--- src/rtl/wave_display.sv ---
// Waveform renderer: reads the idle half of the 512x8 capture RAM and draws the
// sample trace into a 1024x512 window of the VGA raster, two cycles behind x/y.
module wave_display #(
    parameter logic [23:0] FG_COLOR = 24'hFFFFFF,
    parameter logic [23:0] BG_COLOR = 24'h000000
) (
    input  logic        clk,
    input  logic        reset,
    input  logic [10:0] x,
    input  logic [9:0]  y,
    input  logic        valid,
    input  logic        read_index,
    input  logic [7:0]  read_value,
    output logic [8:0]  read_address,
    output logic        valid_pixel,
    output logic [7:0]  r,
    output logic [7:0]  g,
    output logic [7:0]  b,
    output logic        wave_display_idle
);

    typedef enum logic {
        DRAWING = 1'b0,
        IDLE    = 1'b1
    } state_t;

    state_t      state_q, state_d;
    logic        shown_index_q, shown_index_d;

    logic        win1_q, win1_d;
    logic [9:0]  x1_q, x1_d;
    logic [7:0]  row1_q, row1_d;

    logic [7:0]  cur_q, cur_d;
    logic [7:0]  prev_q, prev_d;
    logic        valid_pixel_q, valid_pixel_d;
    logic [23:0] rgb_q, rgb_d;

    logic        frame_start;
    logic        in_window;
    logic        strobe;
    logic [7:0]  row8;
    logic [7:0]  lo, hi;
    logic        lit;

    // Only y[8:1] selects an 8-bit row; y[0] merely doubles each row.
    logic        unused_y0;
    assign unused_y0 = y[0];

    assign frame_start  = valid && (x == 11'd0) && (y == 10'd0);
    assign in_window    = valid && !x[10] && !y[9];
    assign read_address = {shown_index_q, x[9:2]};

    always_comb begin
        shown_index_d = shown_index_q;
        if (frame_start) begin
            shown_index_d = read_index;
        end
        win1_d = in_window;
        x1_d   = x[9:0];
        row1_d = y[8:1];
    end

    // Sample registers advance once per 4-column group; the first group of a
    // row seeds both so no segment is drawn from the previous row's last sample.
    always_comb begin
        strobe = win1_q && (x1_q[1:0] == 2'd0);
        prev_d = prev_q;
        cur_d  = cur_q;
        if (strobe) begin
            prev_d = (x1_q == 10'd0) ? read_value : cur_q;
            cur_d  = read_value;
        end
    end

    always_comb begin
        row8          = 8'd255 - row1_q;
        lo            = (prev_d < cur_d) ? prev_d : cur_d;
        hi            = (prev_d < cur_d) ? cur_d : prev_d;
        lit           = (row8 >= lo) && (row8 <= hi);
        valid_pixel_d = win1_q;
        rgb_d         = 24'd0;
        if (win1_q) begin
            rgb_d = lit ? FG_COLOR : BG_COLOR;
        end
    end

    always_comb begin
        state_d = state_q;
        case (state_q)
            DRAWING: if (valid && y[9]) state_d = IDLE;
            IDLE:    if (frame_start)   state_d = DRAWING;
            default: state_d = IDLE;
        endcase
    end

    always_ff @(posedge clk) begin
        if (reset) begin
            state_q       <= IDLE;
            shown_index_q <= 1'b0;
            win1_q        <= 1'b0;
            x1_q          <= 10'd0;
            row1_q        <= 8'd0;
            cur_q         <= 8'd0;
            prev_q        <= 8'd0;
            valid_pixel_q <= 1'b0;
            rgb_q         <= 24'd0;
        end else begin
            state_q       <= state_d;
            shown_index_q <= shown_index_d;
            win1_q        <= win1_d;
            x1_q          <= x1_d;
            row1_q        <= row1_d;
            cur_q         <= cur_d;
            prev_q        <= prev_d;
            valid_pixel_q <= valid_pixel_d;
            rgb_q         <= rgb_d;
        end
    end

    assign valid_pixel       = valid_pixel_q;
    assign r                 = rgb_q[23:16];
    assign g                 = rgb_q[15:8];
    assign b                 = rgb_q[7:0];
    assign wave_display_idle = (state_q == IDLE);

endmodule

--- config.mk ---
export PLATFORM = sky130hd
export DESIGN_NAME = wave_display
export DESIGN_NICKNAME = d
export VERILOG_FILES = /design/src/rtl/wave_display.sv
export SDC_FILE = /design/constraint.sdc
export NUM_CORES = 1
export LEC_CHECK = 0
export ABC_AREA = 1
export BUFFER_PORTS_ARGS = -buffer_cell sky130_fd_sc_hd__buf_2
export CORE_UTILIZATION = 55
export CTS_BUF_LIST = sky130_fd_sc_hd__clkbuf_16
export CTS_CLUSTER_SIZE = 10
export DETAILED_ROUTE_END_ITERATION = 8
export GPL_ROUTABILITY_DRIVEN = 0
export PLACE_DENSITY = 0.82
export SETUP_SLACK_MARGIN = 0.3
export SYNTH_ARGS = -nofsm -noshare
export SYNTH_HDL_FRONTEND = slang
export SYNTH_SLANG_ARGS = --single-unit
--- constraint.sdc ---
create_clock -name clk -period 8.9 [get_ports clk]
set_input_delay 0.89 -clock clk [delete_from_list [all_inputs] [get_ports clk]]
set_output_delay 0.89 -clock clk [all_outputs]
set_load 0.01 [all_outputs]
==> flow_summary.toml, run 1 <==
[run_status]
status = "complete, no violations"

[clock_network]
clkSinkCount = 39
ctsResizeCount = 0
clk_path_buf_depth = 2
clk_pin_slew_ps = 60
post-cts-setup-buffers = 0
hold_buffers = 0
cts_root_buf = "clkbuf_16"
clkLatencyLatePin_ps = 280
cts_tree = "yes"
htree_levels = 2
cts_buffers = 5

[timing]
timing.slew.headroom_pct = 24.6
fin_tns_setup_ps = 0
hold_violations = 0
max_freq_ghz = 0.237
rsz0062_at_grt = "false"
tightest_slew_ps = 1130
drv_slew = 0
min_period_ps = 4210
fin_skew_ps = 4.71
finalCritPeriodShare_pct = 47.3
finalSetupViolations = 0

[yosys]
synth_seq_cells = 39
synthDistinctLibCells = 28
synth_edf_count = 0
synth_area_leaders = "dfxtp_1 31%, ha_1 11%, nand2_1 10%, buf_4 9.9%, inv_1 7.8%"
syn-instance-count = 359
synth_flop_cell = "dfxtp_1"
yosysMostFrequentCell = "nand2_1"
synth_top_cells_by_count = "69 x nand2_1, 52 x inv_1, 48 x nor2_1"
syn-num-nets = 414
syn-cell-area_um2 = 2490
syn_area_per_cell_um2 = 6.95
synth_top_area_cell = "dfxtp_1"
seq_area_frac_synth_pct = 31.3
async_flop_share_pct = 0
yosys.area.top_type_share_pct = 31.3
ys_warn_count = 0

[cells_and_area]
antennaDiodeCount = 0
nets = 447
areaGrowthSynthToFinish_pct = 12.3
final_cell_count_no_fill = 445
layout-drive-gt1-share_pct = 22.6

[placed_design]
io_buffer_count = 67
dp_hpwl_um = 3590
dp.cells = 437

[worst_setup_path]
rrSetupSlack_ps = 4690
critPathMaxFanout = 17
crit_type = "reg -> reg"
r2r_start = "x1_q[1]"
startpoint = "x1_q[1]"
crit_path_top_delay_cell = "a211oi_2"
worstSetupEndpoint = "rgb_q[22]"
cp-end-kind = "flip-flop"
rr_endpoint = "rgb_q[22]"
worstPathCellList = "nor2_2 -> nand2_2 -> inv_2 -> nand3_1 -> o21ai_0 -> inv_1 -> ha_1 -> a21oi_1 -> nor2_1 -> a211oi_2 -> nand2_4 -> nand2_1 -> nand2_1 -> ha_1 -> inv_1 -> nor2_1 -> o21ai_0 -> a21oi_1 -> nor3_1 -> a21oi_1 -> nor2_1"
crit_required_ps = 9130
r2r_cells = 21
setup.worst_path.start_class = "flip-flop"
worstPathArrival_ps = 4440
max_stage_delay_ps = 870

[hold_path]
min_path_type = "reg -> reg"

[floorplan]
core_um2 = 4350
start_util_pct = 57.3
die_w_um = 69.4
ios = 68
die_y_um = 69.4
die_area_um2 = 4810
rows = 24

[flow_run]
max_cap_viol_count = 0

[global_route]
overflow = 0
antenna_found_initial = 0
track_usage_pct = 20.1
grt_pass1_wl_um = 7930
grt_max_degree = 38
first_global_vias = 1878

[drt]
routedWlPerCell_um = 10.8
via_per_inst = 4.90
vias = 2182
drtIter0Drc = 79
final_antenna_net_count = 0
drc_errors = 0
wirelength_um = 4790
dr.pass1.iters = 4

[pwr]
p_per_area_nw_per_um2 = 193
ir_worst_vdd_mv = 0.0960
power.total_mw = 0.542
leakage_nw = 1.58
-- sequential cells by signal (all words and copies together) (netlist names) --
register	flops
cur_q	8
prev_q	8
rgb_q	1
row1_q	8
shown_index_q	1
valid_pixel	1
valid_pixel_d	1
wave_display_idle	1
x1_q	10
-- worst min path at each step --
stage | start | cells after the start | slack, ps | end
floorplan | valid_pixel_d | 2 | 430 | valid_pixel
detailed placement | shown_index_q | 2 | 470 | shown_index_q
global route | shown_index_q | 2 | 520 | shown_index_q
global placement | shown_index_q | 2 | 470 | shown_index_q
CTS | valid_pixel_d | 2 | 490 | valid_pixel
finish | valid_pixel_d | 2 | 480 | valid_pixel
-- routing by layer --
metal	up-vias	GRT usage [%]	share of wire (%)
met5	-	0	0
met4	0	5.90	1.6
met3	10	5.38	5.6
met2	66	35.1	47
met1	942	24.1	45
li1	1164	-	-
-- placed cells by master, fill, tap and decap left out, types with 3 or more instances in the layout --
cell type   n
dfxtp_1    39
a21oi_1    14
o21ai_0    13
ha_1       22
nor3_1      4
inv_1      52
clkbuf_16   5
mux2i_1     4
nand3_1    28
buf_2      67
nor2_1     48
nand2_4     3
nand2_1    69
nand4_1     4
nand2_2     4
-- cell type report --
class,instances,area (um^2)
Fill cell,377,1550
Multi-Input combinational cell,225,1230
Sequential cell,39,781
Timing Repair Buffer,67,335
Inverter,54,203
Clock buffer,5,125
Clock inverter,3,67.6
Tap cell,52,65.1
-- per-stage QoR --
step,worst slack (ps),hold WS [ps],util (%),instance area (um^2)
after floorplan,5510,426,-,2490
after global placement,4950,468,59.9,2610
after detailed placement,4810,473,59.9,2610
after CTS,4730,494,64.4,2800
after global routing,4330,518,64.4,2800
final,4690,476,64.4,2800
-- power breakdown --
part	leakage (nW)	internal, mW	switching [mW]
clock	0.0900	0.160	0.0714
combinational	1.17	0.0487	0.0786
sequential	0.320	0.180	0.00197
total	1.58	0.390	0.152
-- kinds of logic (layout without fill, tap and decap cells) --
| logic type | count (synthesis) | after routing | synth area share (%) |
|---|---|---|---|
| flip-flops | 39 | 39 | 31.3 |
| AO/OA/AOI/OAI | 33 | 33 | 7.27 |
| adder cells (fa/ha/maj) | 22 | 22 | 11.0 |
| multiplexers | 4 | 4 | 1.60 |
| AND/OR/NAND/NOR | 166 | 166 | 29.2 |
| buffers and inverters | 95 | 129 | 19.6 |
-- critical path, delay by kind of cell (launching register included) --
| family | cells | cell delay [ps] |
|---|---|---|
| AOI/OAI and AO/OA | 6 | 1510 |
| adders and majority gates | 2 | 610 |
| buffers and inverters | 3 | 430 |
| DFF | 1 | 300 |
| and+or+nand+nor | 10 | 1290 |
Power figures use the tool's default switching activity.
==> inputs of run 2 (changes only) <==
--- a/config.mk
+++ b/config.mk
@@ -7,12 +7,12 @@
 export LEC_CHECK = 0
 export ABC_AREA = 1
 export BUFFER_PORTS_ARGS = -buffer_cell sky130_fd_sc_hd__buf_2
-export CORE_UTILIZATION = 55
+export CORE_UTILIZATION = 53
 export CTS_BUF_LIST = sky130_fd_sc_hd__clkbuf_16
 export CTS_CLUSTER_SIZE = 10
 export DETAILED_ROUTE_END_ITERATION = 8
 export GPL_ROUTABILITY_DRIVEN = 0
-export PLACE_DENSITY = 0.82
+export PLACE_DENSITY = 0.8
 export SETUP_SLACK_MARGIN = 0.3
 export SYNTH_ARGS = -nofsm -noshare
 export SYNTH_HDL_FRONTEND = slang
==> constraint.sdc (replaced) <==
create_clock -name clk -period 3.9 [get_ports clk]
set_input_delay 0.39 -clock clk [delete_from_list [all_inputs] [get_ports clk]]
set_output_delay 0.39 -clock clk [all_outputs]
set_load 0.01 [all_outputs]
==> flow_summary.toml, run 2 (same netlist as run 1, synthesis figures left out) <==
[drt]
met1_length_um = 2300
wirelength_um = 4940
routedWlPerCell_um = 11.0
wl_met3_um = 226
dr.pass1.iters = 6
drtIter0Drc = 89
wl_met2_um = 2300
vias = 2202
final_antenna_net_count = 0
drc_errors = 4
via_per_inst = 4.90
highest_layer = "met4"

[worst_setup_path]
r2r_start = "x1_q[5]"
crit_required_ps = 4130
rr_endpoint = "rgb_q[22]"
cpMostUsedCell = "nand2_1"
startpoint = "x1_q[5]"
rrSetupSlack_ps = 560
worstPathCellList = "nor2_1 -> nand2_1 -> nor2_4 -> nand2_4 -> nand2_1 -> nand3_1 -> o21ai_1 -> inv_1 -> ha_1 -> nand2_1 -> nor2_1 -> a211oi_4 -> buf_6 -> nand3_1 -> nand2_1 -> ha_1 -> nand2_1 -> inv_1 -> o21ai_0 -> a21oi_1 -> nor3_1 -> a21oi_1 -> nor2_1"
critPathMaxFanout = 10
crit_buf_inv = 3
crit_path_top_delay_cell = "a211oi_4"
worstPathArrival_ps = 3570
cp-end-kind = "flip-flop"
crit_type = "reg -> reg"
max_stage_delay_ps = 360
setup.worst_path.start_class = "flip-flop"
critical-path-top-delay-family = "simple AND/OR/NAND/NOR gates"
r2r_cells = 23

[floorplan]
start_util_pct = 56.1
ios = 68
die_w_um = 70.6
rows = 24
die_area_um2 = 4990
core_um2 = 4440
die_y_um = 70.6

[clock_network]
cts_buffers = 5
clkSinkCount = 39
cts_tree = "yes"
cts_root_buf = "clkbuf_16"
post-cts-setup-buffers = 0
clk_path_buf_depth = 2
clk_pin_slew_ps = 60
clkLatencyLatePin_ps = 290
htree_levels = 2

[cells_and_area]
fin_util_pct = 63.3
largest_register_ffs = 10
top_register = "x1_q"
layout-drive-gt1-share_pct = 23.9
final_cell_count_no_fill = 449
final_common_cell = "nand2_1"
mostFrequentLayoutCells = "69 x nand2_1, 68 x buf_2, 51 x inv_1"
antennaDiodeCount = 0
nets = 451
areaGrowthSynthToFinish_pct = 12.7

[global_route]
grt_pass1_wl_um = 7940
grt_max_degree = 38
antenna_found_initial = 0
track_usage_pct = 20.5
overflow = 0
first_global_vias = 1924

[hold_path]
holdCritStartpoint = "y[9]"
hold_path_depth = 2
min_to = "valid_pixel_d"
min_path_type = "in -> reg"

[timing]
rsz0062_at_grt = "false"
timing.slew.headroom_pct = 55.9
min_period_ps = 3340
fin_tns_setup_ps = 0
tightest_slew_ps = 662
fin_skew_ps = 2.92
max_freq_ghz = 0.299
finalSetupViolations = 0
drv_slew = 0
hold_violations = 0
finalCritPeriodShare_pct = 85.7

[placed_design]
dp.cells = 439
dp_hpwl_um = 3760
io_buffer_count = 67

[run_status]
status = "complete, but fails checks"
failed_checks = "design-rule violations"

[pwr]
leakage_nw = 1.58
power.total_mw = 1.12
p_per_area_nw_per_um2 = 399
ir_worst_vdd_mv = 0.219

[flow_run]
max_cap_viol_count = 0
-- run 2: per-stage QoR --
step | cell area (um^2) | setup WS (ps) | hold slack, ps
2_1_floorplan | 2490 | 519 | 426
3_3_place_gp | 2630 | 613 | 468
3_5_place_dp | 2630 | 415 | 472
4_1_cts | 2770 | 368 | 291
5_1_grt | 2810 | 326 | 291
6_report | 2810 | 558 | 298
-- run 2: area by class of cell --
class                   instances  area [um^2]
clock buffers                   5          125
clock inverters                 3         20.0
fillers                       410         1630
inverters                      54          205
multi-input cells             226         1260
flip-flops and latches         39          781
well taps                      52         65.1
repair buffers                 70          359
-- run 2: worst register-to-register path, cell delays in order, from the launching register on --
cell and delay [ps]:
dfxtp_1 290, nor2_1 160, nand2_1 110, nor2_4 140, nand2_4 110, nand2_1 80, nand3_1 60, o21ai_1 200
inv_1 90, ha_1 300, nand2_1 80, nor2_1 70, a211oi_4 360, buf_6 190, nand3_1 80, nand2_1 100
ha_1 240, nand2_1 100, inv_1 50, o21ai_0 60, a21oi_1 90, nor3_1 160, a21oi_1 90, nor2_1 80
-- run 2: worst max path at each step --
| stage | slack (ps) | depth (start not counted) | end |
|---|---|---|---|
| 2_1_floorplan | 520 | 22 | rgb_q[22] |
| 4_1_cts | 370 | 21 | rgb_q[22] |
| 3_3_place_gp | 610 | 21 | rgb_q[22] |
| 6_report | 560 | 23 | rgb_q[22] |
| 3_5_place_dp | 420 | 21 | rgb_q[22] |
| 5_1_grt | 330 | 23 | rgb_q[22] |
-- run 2: timing repair --
| action | CTS | global route |
|---|---|---|
| hold buffers | 0 | 0 |
| gates resized for setup | 0 | 11 |
| setup endpoints to repair | 0 | 1 |
-- run 2: metal layers --
metal,vias up,global-route usage [%]
met4,0,11.3
met1,967,24.8
met5,-,0
met3,9,5.13
li1,1169,-
met2,57,33.7
-- run 2: where the power goes --
part	switching, mW	internal, mW
registers	0.00541	0.412
clock network	0.163	0.235
logic	0.186	0.118
total	0.355	0.766
==> inputs of run 3 (changes only) <==
--- a/config.mk
+++ b/config.mk
@@ -8,7 +8,6 @@
 export ABC_AREA = 1
 export BUFFER_PORTS_ARGS = -buffer_cell sky130_fd_sc_hd__buf_2
 export CORE_UTILIZATION = 53
-export CTS_BUF_LIST = sky130_fd_sc_hd__clkbuf_16
 export CTS_CLUSTER_SIZE = 10
 export DETAILED_ROUTE_END_ITERATION = 8
 export GPL_ROUTABILITY_DRIVEN = 0
==> flow_summary.toml, run 3 (same netlist as run 1, synthesis figures left out) <==
[run_status]
status = "complete, but fails checks"
failed_checks = "design-rule violations"

[cells_and_area]
layout-drive-gt1-share_pct = 24.1
final_common_cell = "nand2_1"
largest_register_ffs = 10
mostFrequentLayoutCells = "69 x nand2_1, 68 x buf_2, 52 x inv_1"
top_register = "x1_q"
antennaDiodeCount = 0
nFillCells = 415
nets = 453
areaGrowthSynthToFinish_pct = 11.3

[timing]
drv_slew = 0
fin_skew_ps = 7.06
tightest_slew_ps = 672
hold_violations = 0
max_freq_ghz = 0.295
finalCritPeriodShare_pct = 86.9
rsz0062_at_grt = "false"
fin_tns_setup_ps = 0
timing.slew.headroom_pct = 55.2
min_period_ps = 3390
finalSetupViolations = 0

[drt]
drc_errors = 4
vias = 2193
drtIter0Drc = 108
wirelength_um = 5000
via_per_inst = 4.86
final_antenna_net_count = 0
dr.pass1.iters = 7
routedWlPerCell_um = 11.1

[clock_network]
cts_tree = "yes"
htree_levels = 2
cts_buffers = 5
clk_path_buf_depth = 2
clkSinkCount = 39
hold_buffers = 0
clk_pin_slew_ps = 80
clkLatencyLatePin_ps = 290
cts_root_buf = "clkbuf_8"

[placed_design]
dp_hpwl_um = 3760
io_buffer_count = 67

[floorplan]
ios = 68
rows = 24
start_util_pct = 56.1
core_um2 = 4440
die_area_um2 = 4990
die_w_um = 70.6
die_y_um = 70.6

[flow_run]
max_cap_viol_count = 0

[worst_setup_path]
setup.worst_path.start_class = "flip-flop"
crit_type = "reg -> reg"
worstPathArrival_ps = 3630
cp-end-kind = "flip-flop"
critPathMaxFanout = 10
crit_required_ps = 4140

[pwr]
power.total_mw = 1.02
ir_worst_vdd_mv = 0.189
leakage_nw = 1.57
p_per_area_nw_per_um2 = 366

[global_route]
track_usage_pct = 20.2
first_global_vias = 1912
antenna_found_initial = 0
overflow = 0
grt_max_degree = 38
grt_pass1_wl_um = 7940

[hold_path]
min_path_type = "in -> reg"
[run 3: layout make-up]
| type | instances | area (um^2) | area share, % |
|---|---|---|---|
| inverters | 54 | 205 | 7.39 |
| flip-flops and latches | 39 | 781 | 28.1 |
| clock buffers | 6 | 82.6 | 2.97 |
| multi-input cells | 226 | 1250 | 45.1 |
| clock inverters | 2 | 16.3 | 0.586 |
| repair buffers | 72 | 374 | 13.5 |
| well taps | 52 | 65.1 | 2.34 |
[run 3: timing repair]
action	4_1_cts	5_1_grt
setup endpoints to repair	0	1
gates resized for setup	0	9
setup buffers	0	2
[run 3: worst paths after layout]
kind / endpoint / depth (start not counted) / slack, ps / start
max: rgb_q[22] / 24 / 510 / x1_q[5]
min: valid_pixel_d / 2 / 290 / y[9]
max reg2reg: rgb_q[22] / 24 / 510 / x1_q[5]
min reg2reg: shown_index_q / 2 / 490 / shown_index_q
[run 3: critical path: stages, from the launching register on]
cell      delay [ps]
dfxtp_1          300
nor2_1           160
nand2_1          110
nor2_4           140
nand2_4          110
nand2_1           70
nand3_1           60
o21ai_1          190
inv_1            100
ha_1             320
a21oi_1          130
nor2_1            80
a211oi_4         220
buf_4            170
buf_6            120
nand3_1           80
nand2_1           80
ha_1             230
inv_1             60
nor2_1            30
o21ai_0          130
a21oi_1           90
nor3_1           170
a21oi_1           90
nor2_1            80
[run 3: per-stage QoR]
stage | worst slack (ps) | hold WS, ps | area (um^2) | instances | util [%]
after floorplan | 519 | 426 | 2490 | 359 | -
after global placement | 613 | 468 | 2630 | 439 | 59.1
after global routing | 283 | 268 | 2780 | 451 | 62.5
final | 511 | 287 | 2780 | 451 | 62.5
after CTS | 387 | 276 | 2720 | 447 | 61.3
after detailed placement | 415 | 472 | 2630 | 439 | 59.1
[run 3: power by group]
group	total, mW	leakage (nW)	internal, mW	switching [mW]
Clock	0.290	0.0474	0.144	0.145
Combinational	0.310	1.21	0.122	0.188
Sequential	0.417	0.320	0.411	0.00540
Total	1.02	1.57	0.678	0.339
[run 3: layer usage]
metal / up-vias / part of all wire [%] / wire length (um) / global-route usage (%)
li1: 1177 / - / - / -
met1: 955 / 45 / 2270 / 24.8
met2: 59 / 49 / 2460 / 34.5
met3: 2 / 5.0 / 249 / 5.56
met4: 0 / 0.44 / 22 / 6.44
met5: - / 0 / 0 / 0
